<file path="src/rtl/vga_pkg.sv">
// Shared screen enum and per-screen background colours for the display path.
// Also holds the 4:4:4 colour stepping helper used by the optional fade.
package vga_pkg;

  typedef enum logic [1:0] {
    MENU  = 2'd0,
    GAME  = 2'd1,
    PAUSE = 2'd2,
    OVER  = 2'd3
  } screen_t;

  localparam logic [11:0] MENU_BG_COLOR  = 12'h000;
  localparam logic [11:0] GAME_BG_COLOR  = 12'hF80;
  localparam logic [11:0] PAUSE_BG_COLOR = 12'h226;
  localparam logic [11:0] OVER_BG_COLOR  = 12'hF00;

  function automatic logic [11:0] color_of(input screen_t s);
    logic [11:0] c;
    c = MENU_BG_COLOR;
    unique case (s)
      MENU:  c = MENU_BG_COLOR;
      GAME:  c = GAME_BG_COLOR;
      PAUSE: c = PAUSE_BG_COLOR;
      OVER:  c = OVER_BG_COLOR;
    endcase
    return c;
  endfunction

  function automatic logic [3:0] chan_step(
    input logic [3:0] cur,
    input logic [3:0] tgt
  );
    logic [3:0] r;
    r = cur;
    if (cur < tgt)
      r = cur + 4'd1;
    else if (cur > tgt)
      r = cur - 4'd1;
    return r;
  endfunction

  function automatic logic [11:0] fade_step(
    input logic [11:0] cur,
    input logic [11:0] tgt
  );
    return {chan_step(cur[11:8], tgt[11:8]),
            chan_step(cur[7:4],  tgt[7:4]),
            chan_step(cur[3:0],  tgt[3:0])};
  endfunction

endpackage

</file>
<file path="src/rtl/frame_boundary_det.sv">
// Detects the vblnk rising edge and emits a registered 1-cycle frame_tick.
// armed_q blocks a false edge when vblnk is already high at reset release.
module frame_boundary_det (
  input  logic clk,
  input  logic rst,
  input  logic vblnk,
  output logic boundary,
  output logic frame_tick
);

  logic vblnk_q, vblnk_d;
  logic armed_q, armed_d;
  logic tick_q, tick_d;

  always_comb begin
    boundary = vblnk & ~vblnk_q & armed_q;
    vblnk_d  = vblnk;
    armed_d  = armed_q | ~vblnk;
    tick_d   = boundary;
  end

  always_ff @(posedge clk) begin
    if (rst) begin
      vblnk_q <= 1'b0;
      armed_q <= ~vblnk;
      tick_q  <= 1'b0;
    end else begin
      vblnk_q <= vblnk_d;
      armed_q <= armed_d;
      tick_q  <= tick_d;
    end
  end

  assign frame_tick = tick_q;

endmodule

</file>
<file path="src/rtl/game_screen_ctrl.sv">
// Screen-state scheduler: latches events, switches screen only at vblnk rise.
// Define SCREEN_FADE_EN to step bg_color toward the target instead of jumping.
module game_screen_ctrl
  import vga_pkg::*;
#(
  parameter int OVER_HOLD_FRAMES = 180,
  parameter int FADE_STEP_FRAMES = 1
) (
  input  logic        clk,
  input  logic        rst,
  input  logic        vblnk,
  input  logic        start_btn,
  input  logic        pause_btn,
  input  logic        game_over,
  output logic [1:0]  screen,
  output logic [11:0] bg_color,
  output logic        game_active,
  output logic        frame_tick
);

  localparam logic [15:0] HOLD_LAST = 16'(OVER_HOLD_FRAMES - 1);

  logic        boundary;
  logic        start_q, start_d;
  logic        pause_q, pause_d;
  logic        start_pend_q, start_pend_d;
  logic        pause_pend_q, pause_pend_d;
  logic        over_pend_q, over_pend_d;
  screen_t     screen_q, screen_d;
  logic [11:0] bg_q, bg_d;
  logic        active_q, active_d;
  logic [15:0] hold_q, hold_d;

  logic        start_ev, pause_ev, over_ev;
  logic        expired;
  screen_t     next_scr;
  logic [11:0] target;

`ifdef SCREEN_FADE_EN
  localparam logic [3:0] STEP_LAST = 4'(FADE_STEP_FRAMES - 1);
  logic [3:0] fade_cnt_q, fade_cnt_d;
`endif

  frame_boundary_det u_fbd (
    .clk        (clk),
    .rst        (rst),
    .vblnk      (vblnk),
    .boundary   (boundary),
    .frame_tick (frame_tick)
  );

  // Events arriving on the boundary cycle itself count for that boundary
  always_comb begin
    start_d  = start_btn;
    pause_d  = pause_btn;
    start_ev = start_pend_q | (start_btn & ~start_q);
    pause_ev = pause_pend_q | (pause_btn & ~pause_q);
    over_ev  = over_pend_q | game_over;
    expired  = hold_q == HOLD_LAST;

    next_scr = screen_q;
    unique case (screen_q)
      MENU:
        if (start_ev) next_scr = GAME;
      GAME:
        if (over_ev)
          next_scr = OVER;
        else if (pause_ev)
          next_scr = PAUSE;
      PAUSE:
        if (pause_ev || start_ev) next_scr = GAME;
      OVER:
        if (start_ev || expired) next_scr = MENU;
    endcase
    target = color_of(next_scr);

    screen_d     = screen_q;
    active_d     = active_q;
    hold_d       = hold_q;
    start_pend_d = start_ev;
    pause_pend_d = pause_ev;
    over_pend_d  = over_ev;

    if (boundary) begin
      screen_d     = next_scr;
      active_d     = next_scr == GAME;
      start_pend_d = 1'b0;
      pause_pend_d = 1'b0;
      over_pend_d  = 1'b0;
      if (screen_q == OVER && next_scr == OVER)
        hold_d = hold_q + 16'd1;
      else
        hold_d = 16'd0;
    end

`ifdef SCREEN_FADE_EN
    fade_cnt_d = fade_cnt_q;
    bg_d       = bg_q;
    if (boundary) begin
      if (fade_cnt_q >= STEP_LAST) begin
        fade_cnt_d = 4'd0;
        bg_d       = fade_step(bg_q, target);
      end else begin
        fade_cnt_d = fade_cnt_q + 4'd1;
      end
    end
`else
    bg_d = boundary ? target : bg_q;
`endif
  end

  always_ff @(posedge clk) begin
    if (rst) begin
      start_q      <= 1'b0;
      pause_q      <= 1'b0;
      start_pend_q <= 1'b0;
      pause_pend_q <= 1'b0;
      over_pend_q  <= 1'b0;
      screen_q     <= MENU;
      bg_q         <= MENU_BG_COLOR;
      active_q     <= 1'b0;
      hold_q       <= 16'd0;
`ifdef SCREEN_FADE_EN
      fade_cnt_q   <= 4'd0;
`endif
    end else begin
      start_q      <= start_d;
      pause_q      <= pause_d;
      start_pend_q <= start_pend_d;
      pause_pend_q <= pause_pend_d;
      over_pend_q  <= over_pend_d;
      screen_q     <= screen_d;
      bg_q         <= bg_d;
      active_q     <= active_d;
      hold_q       <= hold_d;
`ifdef SCREEN_FADE_EN
      fade_cnt_q   <= fade_cnt_d;
`endif
    end
  end

  assign screen      = screen_q;
  assign bg_color    = bg_q;
  assign game_active = active_q;

endmodule

</file>
<file path="config.mk">
export PLATFORM = sky130hd
export DESIGN_NAME = game_screen_ctrl
export DESIGN_NICKNAME = d
export VERILOG_FILES = /design/src/rtl/vga_pkg.sv /design/src/rtl/frame_boundary_det.sv /design/src/rtl/game_screen_ctrl.sv
export SDC_FILE = /design/constraint.sdc
export NUM_CORES = 1
export LEC_CHECK = 0
export BUFFER_PORTS_ARGS = -buffer_cell sky130_fd_sc_hd__clkbuf_2
export CORE_MARGIN = 1
export CORE_UTILIZATION = 55
export DETAILED_ROUTE_END_ITERATION = 16
export GPL_TIMING_DRIVEN = 0
export PLACE_DENSITY = 0.79
export SKIP_CTS_REPAIR_TIMING = 1
export SYNTH_ARGS = -nofsm -noshare
export SYNTH_HDL_FRONTEND = slang
export SYNTH_SLANG_ARGS = --single-unit
</file>
<file path="constraint.sdc">
create_clock -name clk -period 2.16 [get_ports clk]
set_clock_uncertainty 0.15 [all_clocks]
set_input_delay 0.432 -clock clk [delete_from_list [all_inputs] [get_ports clk]]
set_output_delay 0.432 -clock clk [all_outputs]
set_load 0.01 [all_outputs]
</file>
# After elaboration in Yosys (flattened, before gate mapping)
# Index checks and enable logic that the tools add are counted.
dict set report classes {
  n_eq_ne 7
  n_reduce_logical 6
  addsub 1
  n_bitwise 12
  mux 9
}
# operator n
set ops {}
lappend ops {{12-bit one-hot mux with 4 select lines} 1}
lappend ops {{16-bit by 1-bit adder with 16-bit output, second input constant} 1}
lappend ops {{16-bit by 8-bit equality test with 1-bit output, second input constant} 1}
lappend ops {{16-bit two-way mux} 1}
lappend ops {{2-bit two-way mux} 5}
lappend ops {{2-bit equality test, second input constant} 4}
lappend ops {{2-bit one-hot mux with 4 select lines} 1}
lappend ops {{1-bit AND} 4}
lappend ops {{2-bit by 1-bit equality test with 1-bit output, second input constant} 2}
lappend ops {{2-bit zero test} 2}
lappend ops {{1-bit inverter} 4}
lappend ops {{1-bit bitwise OR} 4}
lappend ops {{1-bit logical OR} 2}
lappend ops {{2-bit OR reduction} 1}
lappend ops {{1-bit logical AND} 1}
lappend ops {{1-bit two-way mux} 1}
dict set report totals {
  inputBits 6
  regBits 39
  wordCells 47
}

# Longest topological paths before layout
dict set report depth {
  depth_word 9
  mapped_depth 6
  ltp_nobuf 5
}

# Cells and area by module
# Synthesis repeated with hierarchy kept, for this count alone.
dict set report hier_totals {
  hier_cells 147
  hier_area_um2 1355.0
}
# module seq_area_each_um2 instances area_each_um2 cells_each
set modules_own_cells {}
lappend modules_own_cells {game_screen_ctrl 520.5 1 1257.5 139}
lappend modules_own_cells {frame_boundary_det 60.1 1 97.6 8}

# Least setup slack after synthesis
# Ideal clock, no wire load.
dict set report synth_path {
  path_kind {reg-to-reg}
  start {register hold_q[3]}
  end {register hold_q[15]}
  synth_period_minus_slack_ps 1873
  arrival_time_ps 1644
  slack_ps 287
  stages_incl_launch_ff 5
  path_cell_list {dfxtp_1 > nand4b_2 > or3_4 > or4_4 > a211oi_2}
}
dict set report synth_via {
  elab_chain_cells 7
  elab_cells_between_ends 8
  cone_classes {1 x add/sub; 2 x eq/ne; 3 x mux; 2 x reduce/logical}
}
# element line_no
set synth_rtl {}
lappend synth_rtl {{start, declared} game_screen_ctrl.sv:32} ;# logic [15:0] hold_q, hold_d;
lappend synth_rtl {{start signal, assigned} game_screen_ctrl.sv:135} ;# hold_q <= hold_d;
lappend synth_rtl {{16-bit by 8-bit equality test with 1-bit output} game_screen_ctrl.sv:59} ;# expired = hold_q == HOLD_LAST;
lappend synth_rtl {{1-bit logical OR} game_screen_ctrl.sv:73} ;# if (start_ev || expired) next_scr = MENU;
lappend synth_rtl {{2-bit two-way mux} game_screen_ctrl.sv:73}
lappend synth_rtl {{2-bit one-hot mux with 4 select lines} game_screen_ctrl.sv:62} ;# unique case (screen_q)
lappend synth_rtl {{2-bit equality test} game_screen_ctrl.sv:90} ;# if (screen_q == OVER && next_scr == OVER)
lappend synth_rtl {{1-bit logical AND} game_screen_ctrl.sv:90}
lappend synth_rtl {{16-bit two-way mux *} game_screen_ctrl.sv:90}
# Mark *: on every way between the ends. The rest lies on a longest branch, timed or not.
# A chain may end at the register's enable or synchronous reset.

# Worst setup path in the final report
# Ends and elaborated chain as after synthesis.

==> impl_metrics.toml <==
[clock_tree]
cts-htree-levels = 2
cts_tree = "done"
clkSlewWorstSetupHoldPaths_ns = 0.09
numCtsBuffers = 5
cts-root-buf = "sky130_fd_sc_hd__clkbuf_4"
cts_num_sinks = 29
clock_latency_ns = 0.33
cts_buffer_depth = 2

[global_routing]
grt_first_pass_wirelength_um = 4880
groute.usage.overall_pct = 24.8
grt_max_degree = 11
number_of_antenna_violations_at_the_first_check_in_global_routing = 0
grt-ovfl-total = 0
vias_in_the_first_global_route = 1087

[timing]
setup_viol = 0
finalHoldViolCount = 0
relative_slew_slack_pct = 62.3
timing_worst_slew_pin_value_ns = 0.565
clock.fmax_mhz = 494
finalWorstPathRequiredPeriod_ns = 2.02
worst_hold_slack_ns = 0.154
fin_crit_sh_pct = 93.7
grt_setup_unrepaired = "false"
report.final.slew_viol_count = 0

[floorplanning]
ios = 22
die_width_um = 53.3
dieHeight_um = 53.3
design.die.area_um2 = 2840
std_cell_rows = 18
initial_utilization_pct = 58.4
design.core.area_um2 = 2480

[worst_setup_path]
worst-path-max-fanout = 7
timing.critical_path.arrival_ns = 2.13
crit_slowest_cell = "sky130_fd_sc_hd__or4_4"
setup.worst_path.class = "flip-flop to flip-flop"
worst-endpoint-required_ns = 2.26
worstSetupEndpointType = "flip-flop"
setup.worst_path.start_class = "flip-flop"
cpPeakStageDelay_ns = 0.49
crit_chain = "nand4b_2, or3_4, or4_4, a211oi_2"

[final_layout]
postLayoutCellArea_um2 = 1660
finish.utilization_pct = 66.9
final_net_count = 200
flow.area_growth_from_synthesis_pct = 14.4
finalNonFillerCells = 223
final_layout_size_suffix_gt1_share_pct = 24.9
antenna_cells = 0

[logic_synthesis]
synth_edf_count = 0
asyncSetResetFlopFracSynth_pct = 0
netlist_instances = 164
yosysMostFrequentCell = "sky130_fd_sc_hd__dfxtp_1"
synthesis.area_per_instance_um2 = 8.83
synth_cell_types = 45
post_synth_main_area_contributors = "sky130_fd_sc_hd__dfxtp_1, sky130_fd_sc_hd__buf_4, sky130_fd_sc_hd__nor3_1"
dominantRegCellSynth = "sky130_fd_sc_hd__dfxtp_1"
number_of_flip_flops_and_latches_in_the_synthesized_netlist = 29
synth_largest_type_area_fraction_pct = 40.1
post_synth_most_frequent_cells = "sky130_fd_sc_hd__dfxtp_1, sky130_fd_sc_hd__nor3_1, sky130_fd_sc_hd__buf_4"
ys_warns = 0
synth_area_leader = "sky130_fd_sc_hd__dfxtp_1"
synth_sequential_area_ratio_pct = 40.1
syn_area_um2 = 1450

[power]
leakagePower_nw = 0.636
vdd_ir_drop_max_uv = 561
powerDensity_nw_per_um2 = 620
report.power.total_mw = 1.03

[place]
postPlaceCellArea_um2 = 1580
port_buffers = 17
finalWeightedCongestion = 0.802
dpl.cell_count = 214
dp_hpwl_um = 2230

[routing]
routed_length_per_instance_um = 13.6
detail_route.wirelength_um = 3040
drt_pre_antenna_iters = 5
drcViolationCount = 0
vias = 1301
drt-initial-drc-count = 48
vias_per_cell = 5.83
detail-route-antenna-nets = 0

[job]
drv_cap = 0

[outcome]
run_status = "finished, final reports clean"

[worst_hold_path]
path_type_of_the_worst_min_delay_path = "input pin to flip-flop"
-- worst max-delay path: cells and delay by family (launching register included) --
family	cells	cell delay, ns
AOI/OAI and AO/OA	1	0.22
and+or+nand+nor	3	1.13
DFF	1	0.45
-- flip-flops by register name, summed over array words and instances, names as in the netlist --
register,cells
u_fbd.frame_tick,1
hold_q,16
bg_color,3
u_fbd.armed_q,1
game_active,1
pause_pend_q,1
start_pend_q,1
u_fbd.vblnk_q,1
over_pend_q,1
screen,1
pause_q,1
start_q,1
-- metrics by stage --
stage          TNS, ns  setup slack (ns)
5_1_grt              0            0.0491
6_report             0             0.137
4_1_cts         -0.355           -0.0540
3_3_place_gp         0           0.00600
2_1_floorplan        0             0.287
3_5_place_dp    -0.193           -0.0296
-- area by class of cell --
| cell class | count | area (µm²) |
|---|---|---|
| fill | 225 | 821 |
| multi-input combinational | 116 | 762 |
| sequential | 29 | 581 |
| buffer | 17 | 103 |
| timing repair buffer | 19 | 100 |
| clock buffer | 7 | 55.1 |
| tap | 30 | 37.5 |
| inverter | 5 | 18.8 |
-- where the power goes --
part / switching, mW / total [mW] / internal (mW)
clock: 0.182 / 0.335 / 0.153
sequential: 0.0135 / 0.564 / 0.550
combinational: 0.0735 / 0.128 / 0.0543
total: 0.269 / 1.03 / 0.758
-- per-layer routing --
metal	vias up	global-route usage (%)	routed length (µm)
li1	654	-	-
met1	612	31.7	1400
met2	29	37.1	1420
met3	6	9.77	178
met4	0	8.77	42
met5	-	0	0
-- cells by family (layout without fill, tap and decap cells) --
kind of cell / after synthesis / after routing / synth area share (%)
AO/OA/AOI/OAI: 31 / 31 / 15.7
XOR/XNOR: 8 / 8 / 4.84
adder cells (fa/ha/maj): 1 / 1 / 0.864
buffers and inverters: 22 / 48 / 8.30
flip-flops: 29 / 29 / 40.1
other: 1 / 4 / 0.259
AND/OR/NAND/NOR: 72 / 72 / 29.9
-- final timing paths --
path	from	to	slack, ns	cells past startpoint
max	hold_q[3]	hold_q[15]	0.14	4
min	rst	u_fbd.frame_tick	0.15	2
max reg2reg	hold_q[3]	hold_q[15]	0.14	4
min reg2reg	hold_q[1]	hold_q[1]	0.35	2
-- placed cells by master, fill, tap and decap left out, types with 2 or more instances in the layout --
cell type	instances
sky130_fd_sc_hd__dfxtp_1	29
sky130_fd_sc_hd__clkbuf_2	18
sky130_fd_sc_hd__nor3_1	13
sky130_fd_sc_hd__buf_4	12
sky130_fd_sc_hd__nand2_1	8
sky130_fd_sc_hd__nor2_1	7
sky130_fd_sc_hd__nand3_1	7
sky130_fd_sc_hd__clkbuf_1	6
sky130_fd_sc_hd__nor2b_1	6
sky130_fd_sc_hd__nand4_1	6
sky130_fd_sc_hd__inv_1	5
sky130_fd_sc_hd__o21ai_0	5
sky130_fd_sc_hd__clkbuf_4	5
sky130_fd_sc_hd__a21oi_1	4
sky130_fd_sc_hd__nor4_1	4
sky130_fd_sc_hd__a31oi_1	4
sky130_fd_sc_hd__xnor2_1	4
sky130_fd_sc_hd__xor2_1	4
sky130_fd_sc_hd__conb_1	4
sky130_fd_sc_hd__a311oi_1	3
sky130_fd_sc_hd__or3_1	3
sky130_fd_sc_hd__a211oi_1	3
sky130_fd_sc_hd__nor3b_1	3
sky130_fd_sc_hd__a211oi_2	2
sky130_fd_sc_hd__nand2b_1	2
sky130_fd_sc_hd__a41o_1	2
sky130_fd_sc_hd__nand3_2	2
Note: power is estimated with default switching activity, not from simulation.
